File: src/rtl/pc_fetch_pkg.sv
// -----------------------------------------------------------------------------
// pc_fetch_pkg
//   Shared definitions for the instruction-fetch stage: bus widths, the zero
//   word used as a NOP / cleared value, the reset-enable level, the fetch FSM
//   state encoding and the default first-fetch address.
// -----------------------------------------------------------------------------
package pc_fetch_pkg;

    localparam int InstAddrBus = 32;  // instruction address width
    localparam int InstBus     = 32;  // instruction word width

    localparam logic [InstBus-1:0]     ZeroWord       = 32'h0000_0000;
    localparam logic                   RstEnable      = 1'b1;
    localparam logic [InstAddrBus-1:0] DefaultResetPc = 32'h0000_0000;
    localparam logic [InstAddrBus-1:0] PcStep         = 32'd4;

    // Fetch FSM: one idle cycle out of reset, then alternate between issuing
    // a request and waiting for its single response.
    typedef enum logic [1:0] {
        IDLE = 2'd0,
        REQ  = 2'd1,
        WAIT = 2'd2
    } fetch_state_t;

    // Instructions are word aligned; redirect targets drop their low bits.
    function automatic logic [InstAddrBus-1:0] align_word(
        input logic [InstAddrBus-1:0] addr
    );
        return {addr[InstAddrBus-1:2], 2'b00};
    endfunction

endpackage

File: src/rtl/pc_fetch.sv
// -----------------------------------------------------------------------------
// pc_fetch
//   Instruction-fetch stage. Issues one instruction-ROM request at a time,
//   buffers the returned word together with its address and presents it to
//   the IF/ID register. Decode can redirect the stream at any time; a
//   response that belongs to the old stream is dropped.
//
// Parameters
//   RESET_PC        first fetch address after reset
// Ports
//   clk             system clock, rising edge
//   rst             synchronous, active-high reset
//   stall           IF/ID holds this cycle and does not consume the buffer
//   branch_flag_i   redirect request from decode (highest priority)
//   branch_target_i redirect address (low two bits ignored)
//   rom_req_o       instruction-ROM request
//   rom_addr_o      request address (always the current pc)
//   rom_gnt_i       ROM accepts the request this cycle
//   rom_rvalid_i    ROM response valid
//   rom_rdata_i     ROM response word
//   if_pc           address of the buffered instruction (0 when empty)
//   if_inst         buffered instruction (0 / NOP when empty)
//   if_valid        buffer holds a valid instruction
// -----------------------------------------------------------------------------
module pc_fetch
    import pc_fetch_pkg::*;
#(
    parameter logic [InstAddrBus-1:0] RESET_PC = DefaultResetPc
) (
    input  logic                   clk,
    input  logic                   rst,
    input  logic                   stall,
    input  logic                   branch_flag_i,
    input  logic [InstAddrBus-1:0] branch_target_i,
    output logic                   rom_req_o,
    output logic [InstAddrBus-1:0] rom_addr_o,
    input  logic                   rom_gnt_i,
    input  logic                   rom_rvalid_i,
    input  logic [InstBus-1:0]     rom_rdata_i,
    output logic [InstAddrBus-1:0] if_pc,
    output logic [InstBus-1:0]     if_inst,
    output logic                   if_valid
);

    fetch_state_t           state;
    logic [InstAddrBus-1:0] pc;         // next address to request
    logic [InstAddrBus-1:0] fetch_pc;   // address of the outstanding request
    logic                   discard;    // outstanding response is stale
    logic                   buf_valid;
    logic [InstAddrBus-1:0] buf_pc;
    logic [InstBus-1:0]     buf_inst;

    logic                   grant;
    logic                   load;
    logic [InstAddrBus-1:0] branch_pc;

    // The request must drop in the same cycle a full buffer is stalled, so it
    // is decoded from the state and the live stall input rather than
    // registered.
    assign rom_req_o  = (state == REQ) && (!buf_valid || !stall);
    assign rom_addr_o = pc;

    assign grant      = rom_req_o && rom_gnt_i;
    // A response is kept only if it belongs to the current stream and no
    // redirect arrives alongside it.
    assign load       = (state == WAIT) && rom_rvalid_i && !discard && !branch_flag_i;
    assign branch_pc  = align_word(branch_target_i);

    // An empty buffer reads as address 0 with a NOP.
    assign if_valid   = buf_valid;
    assign if_pc      = buf_valid ? buf_pc   : ZeroWord;
    assign if_inst    = buf_valid ? buf_inst : ZeroWord;

    // NOTE: state registers use non-blocking assignments so every branch
    // below sees the pre-edge values, and a later assignment to the same
    // register in this block overrides an earlier one -- that ordering is
    // what gives the redirect its priority.
    always_ff @(posedge clk) begin
        if (rst == RstEnable) begin
            state     <= IDLE;
            pc        <= RESET_PC;
            fetch_pc  <= ZeroWord;
            discard   <= 1'b0;
            buf_valid <= 1'b0;
            buf_pc    <= ZeroWord;
            buf_inst  <= ZeroWord;
        end else begin
            // Downstream consumes the buffer; a same-edge load overrides.
            if (buf_valid && !stall) begin
                buf_valid <= 1'b0;
            end

            case (state)
                IDLE: begin
                    state <= REQ;
                end

                REQ: begin
                    if (grant) begin
                        state    <= WAIT;
                        fetch_pc <= pc;
                        pc       <= pc + PcStep;
                        // A redirect on the grant edge makes this request stale.
                        discard  <= branch_flag_i;
                    end
                end

                WAIT: begin
                    if (rom_rvalid_i) begin
                        // The single outstanding response has returned, so
                        // any stale marker is spent either way.
                        state   <= REQ;
                        discard <= 1'b0;
                        if (load) begin
                            buf_valid <= 1'b1;
                            buf_pc    <= fetch_pc;
                            buf_inst  <= rom_rdata_i;
                        end
                    end else if (branch_flag_i) begin
                        discard <= 1'b1;
                    end
                end

                default: begin
                    state <= IDLE;
                end
            endcase

            // Redirect wins over the increment and over any load or hold.
            if (branch_flag_i) begin
                pc        <= branch_pc;
                buf_valid <= 1'b0;
            end
        end
    end

endmodule
File: config.mk
export PLATFORM = sky130hd
export DESIGN_NAME = pc_fetch
export DESIGN_NICKNAME = d
export VERILOG_FILES = /design/src/rtl/pc_fetch_pkg.sv /design/src/rtl/pc_fetch.sv
export SDC_FILE = /design/constraint.sdc
export NUM_CORES = 1
export LEC_CHECK = 0
export ABC_AREA = 1
export ABC_CLOCK_PERIOD_IN_PS = 1830
export BUFFER_PORTS_ARGS = -buffer_cell sky130_fd_sc_hd__clkbuf_2
export CORE_MARGIN = 3
export CORE_UTILIZATION = 52
export CTS_BUF_LIST = sky130_fd_sc_hd__clkbuf_16
export CTS_CLUSTER_DIAMETER = 30
export CTS_CLUSTER_SIZE = 24
export DETAILED_ROUTE_END_ITERATION = 12
export HOLD_SLACK_MARGIN = 0.02
export PLACE_DENSITY = 0.89
export REMOVE_ABC_BUFFERS = 1
export SETUP_SLACK_MARGIN = 0.05
export SLEW_MARGIN = 20
export SYNTH_ARGS = -nofsm -noshare
export SYNTH_HDL_FRONTEND = slang
export SYNTH_SLANG_ARGS = --single-unit
File: constraint.sdc
create_clock -name clk -period 1.83 [get_ports clk]
set_clock_uncertainty 0.05 [all_clocks]
set_input_delay 0 -clock clk [delete_from_list [all_inputs] [get_ports clk]]
set_output_delay 0 -clock clk [all_outputs]
set_load 0.05 [all_outputs]
==> key figures, run 1 <==
Clock network
  – Clock tree root buffer cell: clkbuf_16
  – Sink Count: 126
  – H-tree depth: 4
  – Clk Latency, worst-skew pair: 0.42 ns
  – Max clock buf depth: 2
  – TritonCTS clock tree: yes
  – CTS buffer count: 17
  – Post-CTS Setup Inserts: 0
  – Clk slew on worst S/H paths: 0.06 ns

Die
  – Rows: 38
  – Core area: 0.01103 mm^2
  – Initial core utilization: 54.29%
  – Die ar.: 0.01284 mm^2
  – Die Y: 113.3 um
  – Die X: 113.3 um
  – Boundary pin count: 168

STA
  – Peak Freq: 590.4 MHz
  – RSZ-0062 raised after global routing: no
  – Final Cycle Share: 92.56%
  – Final hold violations: 0
  – Fin. max-slew vios: 0
  – Minimum clock period: 1.694 ns
  – Setup Viol. Count Final: 0
  – Worst Hold Slack: 0.03920 ns

Synthesis
  – Cell Area, Synth: 0.005988 mm^2
  – Flops & latches, synth: 126
  – Post-synth top area share: 42.12%
  – Yosys Warn Count: 0
  – Yosys top cell by area: dfxtp_1
  – Cell variety after synth: 33
  – Post-synthesis sequential area ratio: 42.12%
  – Top post-synthesis cells by area: dfxtp_1 42%, nand2_1 12%, nor2_1 10%
  – Post-synth top flop: dfxtp_1
  – Number of synthesized flops with an enable pin: 0
  – Ys async rst share: 0%
  – Post-Synthesis Cells: 902
  – Synth Area per Inst: 6.639 um^2

Power
  – Comb power frac: 11.8%
  – Power Internal: 5312 uW
  – PwrDens: 888.5 mW/mm^2
  – Clock power share: 47.4%
  – Seq pwr share: 40.8%
  – P_leak: 0.003963 uW
  – Sw Pwr: 1924 uW
  – Switching Share: 26.59%
  – Worst IR Drop VDD: 0.5544 mV

Route
  – First-pass detailed-route iteration total: 6
  – Via Count: 6,527
  – Routed WL: 17,740 um
  – Drt wl/cell: 13.99 um
  – Initial DRC Count: 699
  – DRC: 0
  – Antenna Violating Nets Remaining: 0
  – Avg Vias per Cell: 5.147

Critical path
  – Crit. End Element: output port
  – Reg2reg setup slack: 0.15 ns
  – Crit Path Class: flip-flop to output port
  – CP Max Fanout: 63
  – Slowest stage delay, CP: 0.35 ns
  – CP startpoint kind: flip-flop
  – Arrival time worst endpoint: 1.64 ns
  – CP required: 1.78 ns
  – Worst path bufs/invs: 3
  – Reg2reg start: state[0]
  – Delay-heaviest family, CP: buffers and inverters
  – Critical Path, Cell by Cell: buf_8 -> nand2_1 -> inv_1 -> clkbuf_2
  – Slowest CP cell: dfxtp_2
  – Reg-to-reg endpoint: rom_addr_o[6]
  – Reg2Reg Depth: 7

Final layout
  – Fin area: 0.008144 mm^2
  – Commonest cells after routing, fill and taps aside: 184 x nand2_1, 161 x nor2_1, 161 x clkbuf_2, 124 x dfxtp_1, 120 x inv_1
  – Number of diodes: 0
  – Non-Filler Instances: 1,268
  – Area Overhead vs Synth: 36.00%
  – Layout cells sized above 1: 20.92%
  – Final layout net count: 1,187
  – Commonest non-fill, non-tap cell in the layout: nand2_1
  – # fillers: 836

Global route
  – Remaining global-route overflow: 0
  – Vias in the first global route: 6,090
  – GRT Overall Usage: 27.62%
  – Antenna violations before repair: 0
  – First-pass GRT wire length: 28,800 um
  – Largest net degree at the start of global routing: 65

Worst hold path
  – Worst hold stages: 3
  – Hold Crit Start: rst
  – Hold crit path type: primary input to flip-flop
  – Hold EP: state[1]

Status
  – Outcome: finished clean

Place
  – Placement Cell Area: 0.006849 mm^2
  – Final Wtd Congestion: 0.9288
  – Placed Cells incl. Taps: 1,168
  – HPWL after DPL: 10,670 um
  – Count of input and output buffers: 161

Run
  – Maxcap violations: 0
## layout make-up
class,instances,area [um^2],area share (%)
Clock buffer,17,425.4,5.224
Tap cell,140,175.2,2.151
Clock inverter,14,167.7,2.059
Inverter,125,469.2,5.761
Sequential cell,126,2525,31.00
Multi-Input combinational cell,603,2730,33.52
Timing Repair Buffer,243,1652,20.28
## cell usage after synthesis (2+ instances only)
master and number:
nor2_2 5, nor2_1 162, nand2_2 6, buf_2 7
inv_2 5, inv_1 120, o21ai_0 117, clkbuf_1 26
nand2_1 184, xor2_1 6, buf_6 3, buf_4 14
nand3_1 34, a21oi_1 55, a31oi_1 5, nand3b_1 2
nor2_4 8, dfxtp_1 126, o21ai_1 3
## kinds of logic (layout without fill, tap and decap cells)
group	Yosys count	in the layout	share of synthesized area, %
adder cells (fa/ha/maj)	1	1	0.2089
buffers and inverters	176	399	12.52
flip-flops	126	126	42.12
other	1	4	0.06262
XOR/XNOR	6	6	0.8776
AND/OR/NAND/NOR	408	408	28.52
AO/OA/AOI/OAI	184	184	15.69
## repair_timing
| item | 4_1_cts | 5_1_grt |
|---|---|---|
| gates resized for setup | 1 | 4 |
| endpoints found under the setup margin | 62 | 35 |
| hold endpoints to repair | 71 | 0 |
| hold buffers | 69 | 0 |
## how the worst max path moves through the flow
stage | from | endpoint | slack [ns] | cells past startpoint
2_1_floorplan | if_valid | rom_addr_o[5] | -1.01 | 6
3_3_place_gp | rom_addr_o[3] | rom_addr_o[24] | 0.28 | 8
3_5_place_dp | rom_addr_o[3] | rom_addr_o[24] | 0.19 | 8
4_1_cts | if_valid | if_pc[11] | 0.11 | 4
5_1_grt | state[0] | rom_addr_o[6] | 0.05 | 7
6_report | if_valid | if_inst[10] | 0.14 | 4
## stage by stage
| step | TNS [ns] | setup slack (ns) | utilization (%) | power, uW |
|---|---|---|---|---|
| after floorplan | -87.72 | -1.010 | - | 3445 |
| after global placement | 0 | 0.2754 | 62.09 | 3698 |
| after detailed placement | 0 | 0.1904 | 62.09 | 3716 |
| after CTS | 0 | 0.1109 | 73.76 | 7228 |
| after global routing | 0 | 0.05122 | 73.83 | 7471 |
| final | 0 | 0.1361 | 73.83 | 7236 |
## routing by layer
| metal | part of all wire, % | track usage, % | up-vias | wire (um) |
|---|---|---|---|---|
| li1 | - | - | 3227 | - |
| met1 | 40 | 32.63 | 2894 | 7136 |
| met2 | 49 | 48.06 | 349 | 8658 |
| met3 | 7.4 | 6.257 | 57 | 1321 |
| met4 | 3.5 | 11.78 | 0 | 622 |
| met5 | 0 | 0 | - | 0 |
## tightest hold or removal path, delay by kind of cell
family / cells / cell delay (ns)
AO/OA/AOI/OAI: 1 / 0.17
buffers and inverters: 2 / 0.28
## power groups by stage
stage	clock network (uW)	logic, uW	registers, uW
2_1_floorplan	0	316	3130
3_5_place_dp	0	710	3010
3_3_place_gp	0	697	3000
5_1_grt	3570	932	2970
6_report	3430	853	2960
4_1_cts	3450	834	2950
## registers in the layout (all words and copies together) (netlist names)
signal      flops
buf_pc         30
buf_inst       32
discard         1
state           2
rom_addr_o     30
if_valid        1
fetch_pc       30
Power figures use the tool's default switching activity.
==> run 2: changes to the inputs <==
--- a/config.mk
+++ b/config.mk
@@ -16,7 +16,6 @@
 export DETAILED_ROUTE_END_ITERATION = 12
 export HOLD_SLACK_MARGIN = 0.02
 export PLACE_DENSITY = 0.89
-export REMOVE_ABC_BUFFERS = 1
 export SETUP_SLACK_MARGIN = 0.05
 export SLEW_MARGIN = 20
 export SYNTH_ARGS = -nofsm -noshare
==> run 2 against run 1 <==
Total power increased by 3.3%. Sequential share of layout area down 0.23 points. Non-clock buffer count is 3 higher. Clock-buffer cell count is the same. Cell count up 0.32%. Setup slack lost 0.011 ns. Die area unchanged. Utilization rose by 0.58 points. Combinational power is 0.5% higher. Highest routed layer unchanged. Cell area increased by 0.78%. Largest power group unchanged.
==> key figures, run 2 (same netlist as run 1, synthesis figures left out) <==
Die
  – Initial core utilization: 54.29% (unchanged)
  – Boundary pin count: 168 (unchanged)
  – Rows: 38 (unchanged)
  – Die ar.: 0.01284 mm^2 (unchanged)
  – Core area: 0.01103 mm^2 (unchanged)
  – Die Y: 113.3 um (unchanged)
  – Die X: 113.3 um (unchanged)

Global route
  – Remaining global-route overflow: 0 (unchanged)
  – Largest net degree at the start of global routing: 64 (was 65)
  – Antenna violations before repair: 0 (unchanged)
  – GRT Overall Usage: 27.73% (was 27.62%)
  – Vias in the first global route: 6,098 (was 6,090)
  – First-pass GRT wire length: 28,870 um (was 28,800 um)

Power
  – Clock power share: 49.0% (was 47.4%)
  – Worst IR Drop VDD: 0.5386 mV (was 0.5544 mV)
  – PwrDens: 910.9 mW/mm^2 (was 888.5 mW/mm^2)
  – Switching Share: 25.21% (was 26.59%)
  – P_leak: 0.003989 uW (was 0.003963 uW)
  – Comb power frac: 11.5% (was 11.8%)
  – Seq pwr share: 39.6% (was 40.8%)
  – Sw Pwr: 1885 uW (was 1924 uW)
  – Power Internal: 5592 uW (was 5312 uW)

Route
  – Via Count: 6,558 (was 6,527)
  – Antenna Violating Nets Remaining: 0 (unchanged)
  – Routed WL: 17,990 um (was 17,740 um)
  – Avg Vias per Cell: 5.156 (was 5.147)
  – Initial DRC Count: 653 (was 699)
  – DRC: 0 (unchanged)
  – First-pass detailed-route iteration total: 6 (unchanged)
  – Drt wl/cell: 14.14 um (was 13.99 um)

Critical path
  – Reg2reg start: state[0] (unchanged)
  – CP Max Fanout: 63 (unchanged)
  – Critical Path, Cell by Cell: clkbuf_8 -> nand2_1 -> inv_1 -> clkbuf_2 (was buf_8 -> nand2_1 -> inv_1 -> clkbuf_2)
  – CP startpoint kind: flip-flop (unchanged)
  – CP required: 1.78 ns (about the same)
  – CP startpoint: if_valid (unchanged)
  – Arrival time worst endpoint: 1.65 ns (was 1.64 ns)
  – Crit. End Element: output port (unchanged)
  – Slowest CP cell: clkbuf_8 (was dfxtp_2)
  – Crit Path Class: flip-flop to output port (unchanged)
  – Slowest stage delay, CP: 0.37 ns (was 0.35 ns)

STA
  – Final hold violations: 0 (unchanged)
  – Final Cycle Share: 93.17% (was 92.56%)
  – RSZ-0062 raised after global routing: no (unchanged)
  – Worst Hold Slack: 0.3417 ns (was 0.03920 ns)
  – Peak Freq: 586.5 MHz (was 590.4 MHz)
  – Minimum clock period: 1.705 ns (was 1.694 ns)
  – Fin. max-slew vios: 0 (unchanged)
  – Final WS setup: 0.1250 ns (was 0.1361 ns)
  – Setup Viol. Count Final: 0 (unchanged)
  – Setup TNS Final: 0 ns (unchanged)

Clock network
  – Sink Count: 126 (unchanged)
  – TritonCTS clock tree: yes (unchanged)
  – CTS buffer count: 17 (unchanged)
  – Max clock buf depth: 2 (unchanged)
  – Clk slew on worst S/H paths: 0.06 ns (about the same)
  – H-tree depth: 4 (unchanged)
  – Clock tree root buffer cell: clkbuf_16 (unchanged)
  – Post-CTS Setup Inserts: 0 (unchanged)
  – Clk Latency, worst-skew pair: 0.41 ns (was 0.42 ns)

Final layout
  – Post-Route Utilization: 74.41% (was 73.83%)
  – Layout cells sized above 1: 21.02% (was 20.92%)
  – Area Overhead vs Synth: 37.07% (was 36.00%)
  – Commonest cells after routing, fill and taps aside: 184 x nand2_1, 161 x nor2_1, 161 x clkbuf_2, 123 x dfxtp_1, 120 x inv_1 (was 184 x nand2_1, 161 x nor2_1, 161 x clkbuf_2, 124 x dfxtp_1, 120 x inv_1)
  – Commonest non-fill, non-tap cell in the layout: nand2_1 (unchanged)
  – Final layout net count: 1,190 (was 1,187)
  – Biggest register: buf_inst (unchanged)
  – Max reg flops: 32 (unchanged)
  – Number of diodes: 0 (unchanged)

Status
  – Outcome: finished clean (unchanged)

Worst hold path
  – Hold Crit Start: rom_rdata_i[29] (was rst)
  – Hold crit path type: primary input to flip-flop (unchanged)

Run
  – Maxcap violations: 0 (unchanged)

Place
  – HPWL after DPL: 10,930 um (was 10,670 um)
  – Count of input and output buffers: 161 (unchanged)
  – Final Wtd Congestion: 0.9313 (was 0.9288)
  – Pre-CTS setup slack: 0.2557 ns (was 0.1904 ns)
run 2: cell count changes in the layout (fill, tap and decap cells not counted), sizes merged:
cell and delta:
inv -1, bufinv +2, clkinv -2, dlygate4sd3 +3, buf -1, clkinvlp +2, clkbuf +1
run 2: power by group through the flow:
stage          sequential (uW)  combinational [uW]  clock, uW
2_1_floorplan             3130                 375          0
3_3_place_gp              3010                 687          0
3_5_place_dp              3010                 700          0
4_1_cts                   2950                 836       3680
5_1_grt                   2970                 931       3820
6_report                  2960                 857       3660
run 2: final cells by class:
type                       instances  area (um^2)
clock buffer                      17        425.4
fill                             785         2823
inverter                         125        471.7
multi-input combinational        603         2735
clock inverter                    15        219.0
timing repair buffer             246         1655
tap                              140        175.2
sequential                       126         2526
run 2: worst paths after layout:
check / end / slack [ns] / cells after the start
setup reg to reg: state[1] / 0.14 / 6
setup / recovery: if_inst[31] / 0.13 / 4
hold / removal: buf_inst[29] / 0.34 / 4
hold reg to reg: fetch_pc[2] / 0.42 / 2
run 2: critical path: cells and delay by family (launching register included):
| kind | cells | cell delay, ns |
|---|---|---|
| and+or+nand+nor | 1 | 0.15 |
| buffers and inverters | 3 | 0.72 |
| DFF | 1 | 0.33 |
run 2: what timing repair did:
item / CTS / global route
gates cloned: 0 / 0
hold buffers: 72 / 0
endpoints found under the setup margin: 30 / 7
gates resized for setup: 1 / 3
hold endpoints to repair: 78 / 0
pin swaps: 0 / 0
run 2: stage by stage:
step	cells	total power (uW)	cell area [um^2]
6_report	1272	7477	8208
5_1_grt	1272	7722	8208
4_1_cts	1272	7467	8200
3_5_place_dp	1168	3710	6832
3_3_place_gp	1168	3692	6832
2_1_floorplan	905	3503	6007
run 2: metal layers:
layer  track usage (%)  wire length (um)  up-vias
met2             46.29              8711      324
met4             10.98               502        0
met3             6.631              1437       54
met5                 0                 0        -
met1             34.58              7340     2947
li1                  -                 -     3233
==> run 3: changes to the inputs <==
--- a/config.mk
+++ b/config.mk
@@ -5,7 +5,6 @@
 export SDC_FILE = /design/constraint.sdc
 export NUM_CORES = 1
 export LEC_CHECK = 0
-export ABC_AREA = 1
 export ABC_CLOCK_PERIOD_IN_PS = 1830
 export BUFFER_PORTS_ARGS = -buffer_cell sky130_fd_sc_hd__clkbuf_2
 export CORE_MARGIN = 3
==> run 3 against run 2 <==
The flow now finishes with violations (negative setup slack). Total power decreased by 6.1%. Critical path depth unchanged. Sequential cell count unchanged. Cell count decreased by 11%. Setup slack got worse by 0.46 ns. Hold slack got worse by 0.26 ns. Clock-buffer cell count increased by 1. Synthesized cell count decreased by 17%.
==> key figures, run 3 <==
Synthesis
  – Post-synth top cells: 205 x nand2_1, 126 x dfxtp_1, 97 x a21oi_1, 63 x and2_1, 54 x clkbuf_1 (was 184 x nand2_1, 162 x nor2_1, 126 x dfxtp_1, 120 x inv_1, 117 x o21ai_0)
  – Cell Area, Synth: 0.005669 mm^2 (was 0.005988 mm^2)
  – Yosys Warn Count: 0 (unchanged)
  – Number of synthesized flops with an enable pin: 0 (unchanged)
  – Synth Area per Inst: 7.589 um^2 (was 6.639 um^2)
  – Post-Synth Adder-Cell Area: 0.2207% (was 0.2089%)
  – Ys async rst share: 0% (unchanged)
  – Post-synthesis sequential area ratio: 44.49% (was 42.12%)
  – Post-synthesis mux area share: 0% (unchanged)
  – Flops & latches, synth: 126 (unchanged)
  – Post-Synth XOR/XNOR Area: 0.7725% (was 0.8776%)
  – Most numerous cell in the Yosys netlist: nand2_1 (unchanged)
  – Post-Synthesis Cells: 747 (was 902)
  – Yosys top cell by area: dfxtp_1 (unchanged)
  – Main combinational cell family by area after synthesis: simple AND/OR/NAND/NOR gates (unchanged)
  – Post-synth top area share: 44.49% (was 42.12%)
  – Compound-Gate Fraction of Synth Area: 16.86% (was 15.69%)
  – Synth Area in Simple Gates: 32.47% (was 28.52%)
  – Post-synth top flop: dfxtp_1 (unchanged)
  – Top post-synthesis cells by area: dfxtp_1 44%, nand2_1 14%, a21oi_1 8.6% (was dfxtp_1 42%, nand2_1 12%, nor2_1 10%)
  – Cell variety after synth: 42 (was 33)

Route
  – First-pass detailed-route iteration total: 6 (unchanged)
  – Via Count: 6,499 (was 6,558)
  – Initial DRC Count: 891 (was 653)
  – Avg Vias per Cell: 5.736 (was 5.156)
  – DRC: 0 (unchanged)
  – Drt wl/cell: 16.70 um (was 14.14 um)
  – Routed WL: 18,920 um (was 17,990 um)
  – Antenna Violating Nets Remaining: 0 (unchanged)

Final layout
  – Area Overhead vs Synth: 45.22% (was 37.07%)
  – Biggest register: buf_inst (unchanged)
  – Number of diodes: 0 (unchanged)
  – Commonest non-fill, non-tap cell in the layout: nand2_1 (unchanged)
  – Layout cells sized above 1: 28.49% (was 21.02%)
  – Commonest cells after routing, fill and taps aside: 204 x nand2_1, 160 x clkbuf_2, 104 x dfxtp_1, 97 x a21oi_1, 65 x dlygate4sd3_1 (was 184 x nand2_1, 161 x nor2_1, 161 x clkbuf_2, 123 x dfxtp_1, 120 x inv_1)
  – Post-Route Utilization: 78.69% (was 74.41%)
  – Multi-input gate area: 0.002972 mm^2 (was 0.002735 mm^2)
  – Max reg flops: 32 (unchanged)
  – # fillers: 651 (was 785)
  – Final layout net count: 1,055 (was 1,190)
  – Register Area: 0.002585 mm^2 (was 0.002526 mm^2)

Power
  – Worst IR Drop VDD: 0.4809 mV (was 0.5386 mV)
  – Power consumption: 7023 uW (was 7477 uW)
  – P_leak: 0.003350 uW (was 0.003989 uW)
  – PwrDens: 853.0 mW/mm^2 (was 910.9 mW/mm^2)

Clock network
  – Clock tree root buffer cell: clkbuf_16 (unchanged)
  – H-tree depth: 4 (unchanged)
  – Clk slew on worst S/H paths: 0.06 ns (about the same)
  – Clk Latency, worst-skew pair: 0.41 ns (about the same)
  – CTS buffer count: 17 (unchanged)
  – Sink Count: 126 (unchanged)
  – TritonCTS clock tree: yes (unchanged)
  – Max clock buf depth: 2 (unchanged)

Die
  – Rows: 37 (was 38)
  – Die ar.: 0.01219 mm^2 (was 0.01284 mm^2)
  – Die Y: 110.4 um (was 113.3 um)
  – Boundary pin count: 168 (unchanged)
  – Core area: 0.01046 mm^2 (was 0.01103 mm^2)
  – Initial core utilization: 54.19% (was 54.29%)
  – Die X: 110.4 um (was 113.3 um)

Critical path
  – Slowest CP cell: a2111oi_0 (was clkbuf_8)
  – Crit Path Class: flip-flop to flip-flop (was flip-flop to output port)
  – CP required: 2.03 ns (was 1.78 ns)
  – Arrival time worst endpoint: 2.36 ns (was 1.65 ns)
  – CP startpoint kind: flip-flop (unchanged)
  – CP Max Fanout: 9 (was 63)
  – Slowest stage delay, CP: 0.54 ns (was 0.37 ns)
  – Critical Path, Cell by Cell: nand2b_1 -> or3_4 -> o41a_1 -> a2111oi_0 (was clkbuf_8 -> nand2_1 -> inv_1 -> clkbuf_2)
  – Crit. End Element: flip-flop (was output port)

STA
  – Peak Freq: 462.4 MHz (was 586.5 MHz)
  – Final hold violations: 0 (unchanged)
  – Least-Margin Pin Slew: 0.5895 ns
  – Minimum clock period: 2.163 ns (was 1.705 ns)
  – Final WS setup: -0.3327 ns (was 0.1250 ns)
  – Fin. max-slew vios: 0 (unchanged)
  – RSZ-0062 raised after global routing: yes (was no)
  – Worst Hold Slack: 0.08318 ns (was 0.3417 ns)
  – Final Cycle Share: 118.2% (was 93.17%)
  – Setup Viol. Count Final: 15 (was 0)
  – Rel. slew slack: 59.68%

Place
  – Final Wtd Congestion: 0.8605 (was 0.9313)
  – Count of input and output buffers: 161 (unchanged)
  – HPWL after DPL: 10,580 um (was 10,930 um)
  – Pre-CTS setup slack: -0.1936 ns (was 0.2557 ns)

Global route
  – First-pass GRT wire length: 29,190 um (was 28,870 um)
  – Largest net degree at the start of global routing: 121 (was 64)
  – Remaining global-route overflow: 0 (unchanged)
  – GRT Overall Usage: 28.56% (was 27.73%)
  – Antenna violations before repair: 0 (unchanged)
  – Vias in the first global route: 6,090 (was 6,098)

Worst hold path
  – Hold crit path type: primary input to flip-flop (unchanged)

Status
  – Outcome: complete, but fails checks (was finished clean)
  – Failing checks: negative setup slack

Run
  – Maxcap violations: 0 (unchanged)
==> run 3: changes by cell type after synthesis, moves of 10 or more <==
cell,change
a311oi_1,+16
inv_1,-116
nor3_1,+15
nand2_1,+21
a21oi_1,+42
and2_1,+62
nand4_1,+10
clkbuf_1,+28
buf_4,-10
o21ai_0,-107
nor2_1,-136
nand3_1,-21
and3_1,+13
==> run 3: final timing paths <==
| check | from | end | slack, ns | cells past startpoint |
|---|---|---|---|---|
| setup reg to reg | state[1] | rom_addr_o[25] | -0.33 | 4 |
| hold reg to reg | buf_pc[30] | buf_pc[30] | 0.40 | 2 |
| hold / removal | branch_flag_i | if_valid | 0.08 | 2 |
| setup / recovery | state[1] | rom_addr_o[25] | -0.33 | 4 |
==> run 3: kinds of logic after synthesis <==
family                   after synthesis
adder cells (fa/ha/maj)                1
AO/OA/AOI/OAI                        157
buffers and inverters                 69
flip-flops                           126
XOR/XNOR                               5
AND/OR/NAND/NOR                      388
other                                  1
==> run 3: what timing repair did <==
item                                    4_1_cts  5_1_grt
pin swaps                                    12        6
endpoints found under the setup margin       66       31
resized for setup                            11       12
endpoints found under the hold margin        66        0
buffers inserted                              8        4
hold buffers                                 65        0
==> run 3: cell type report <==
type                            count  share of cell area (%)
Inverter                            5                  0.2280
Timing Repair Buffer              279                   23.18
Clock buffer                       18                   5.471
Tap cell                          136                   2.067
Multi-Input combinational cell    555                   36.09
Sequential cell                   126                   31.40
Clock inverter                     14                   1.565
==> run 3: layer usage <==
layer	global-route usage [%]	share of wire [%]	vias up
met5	0	0	-
met4	13.14	4.0	0
met3	6.904	9.3	94
met2	47.78	47	441
met1	34.64	39	2927
li1	-	-	3037
==> run 3: power by group <==
part | internal, uW | switching (uW)
clock network | 1970 | 1300
registers | 2820 | 107
logic | 322 | 510
==> run 3: worst max-delay path: cells and delay by family (launching register included) <==
kind	cells	cell delay, ns
flops	1	0.33
compound gates	2	0.95
simple gates	2	0.66
==> run 3: stage by stage <==
step	instances	setup TNS (ns)	instance area, um^2
detailed placement	1024	-1.126	6800
global placement	1024	-0.6015	6800
finish	1133	-1.777	8233
CTS	1129	-0.8289	8139
global route	1133	-3.270	8233
floorplan	750	-2.639	5778
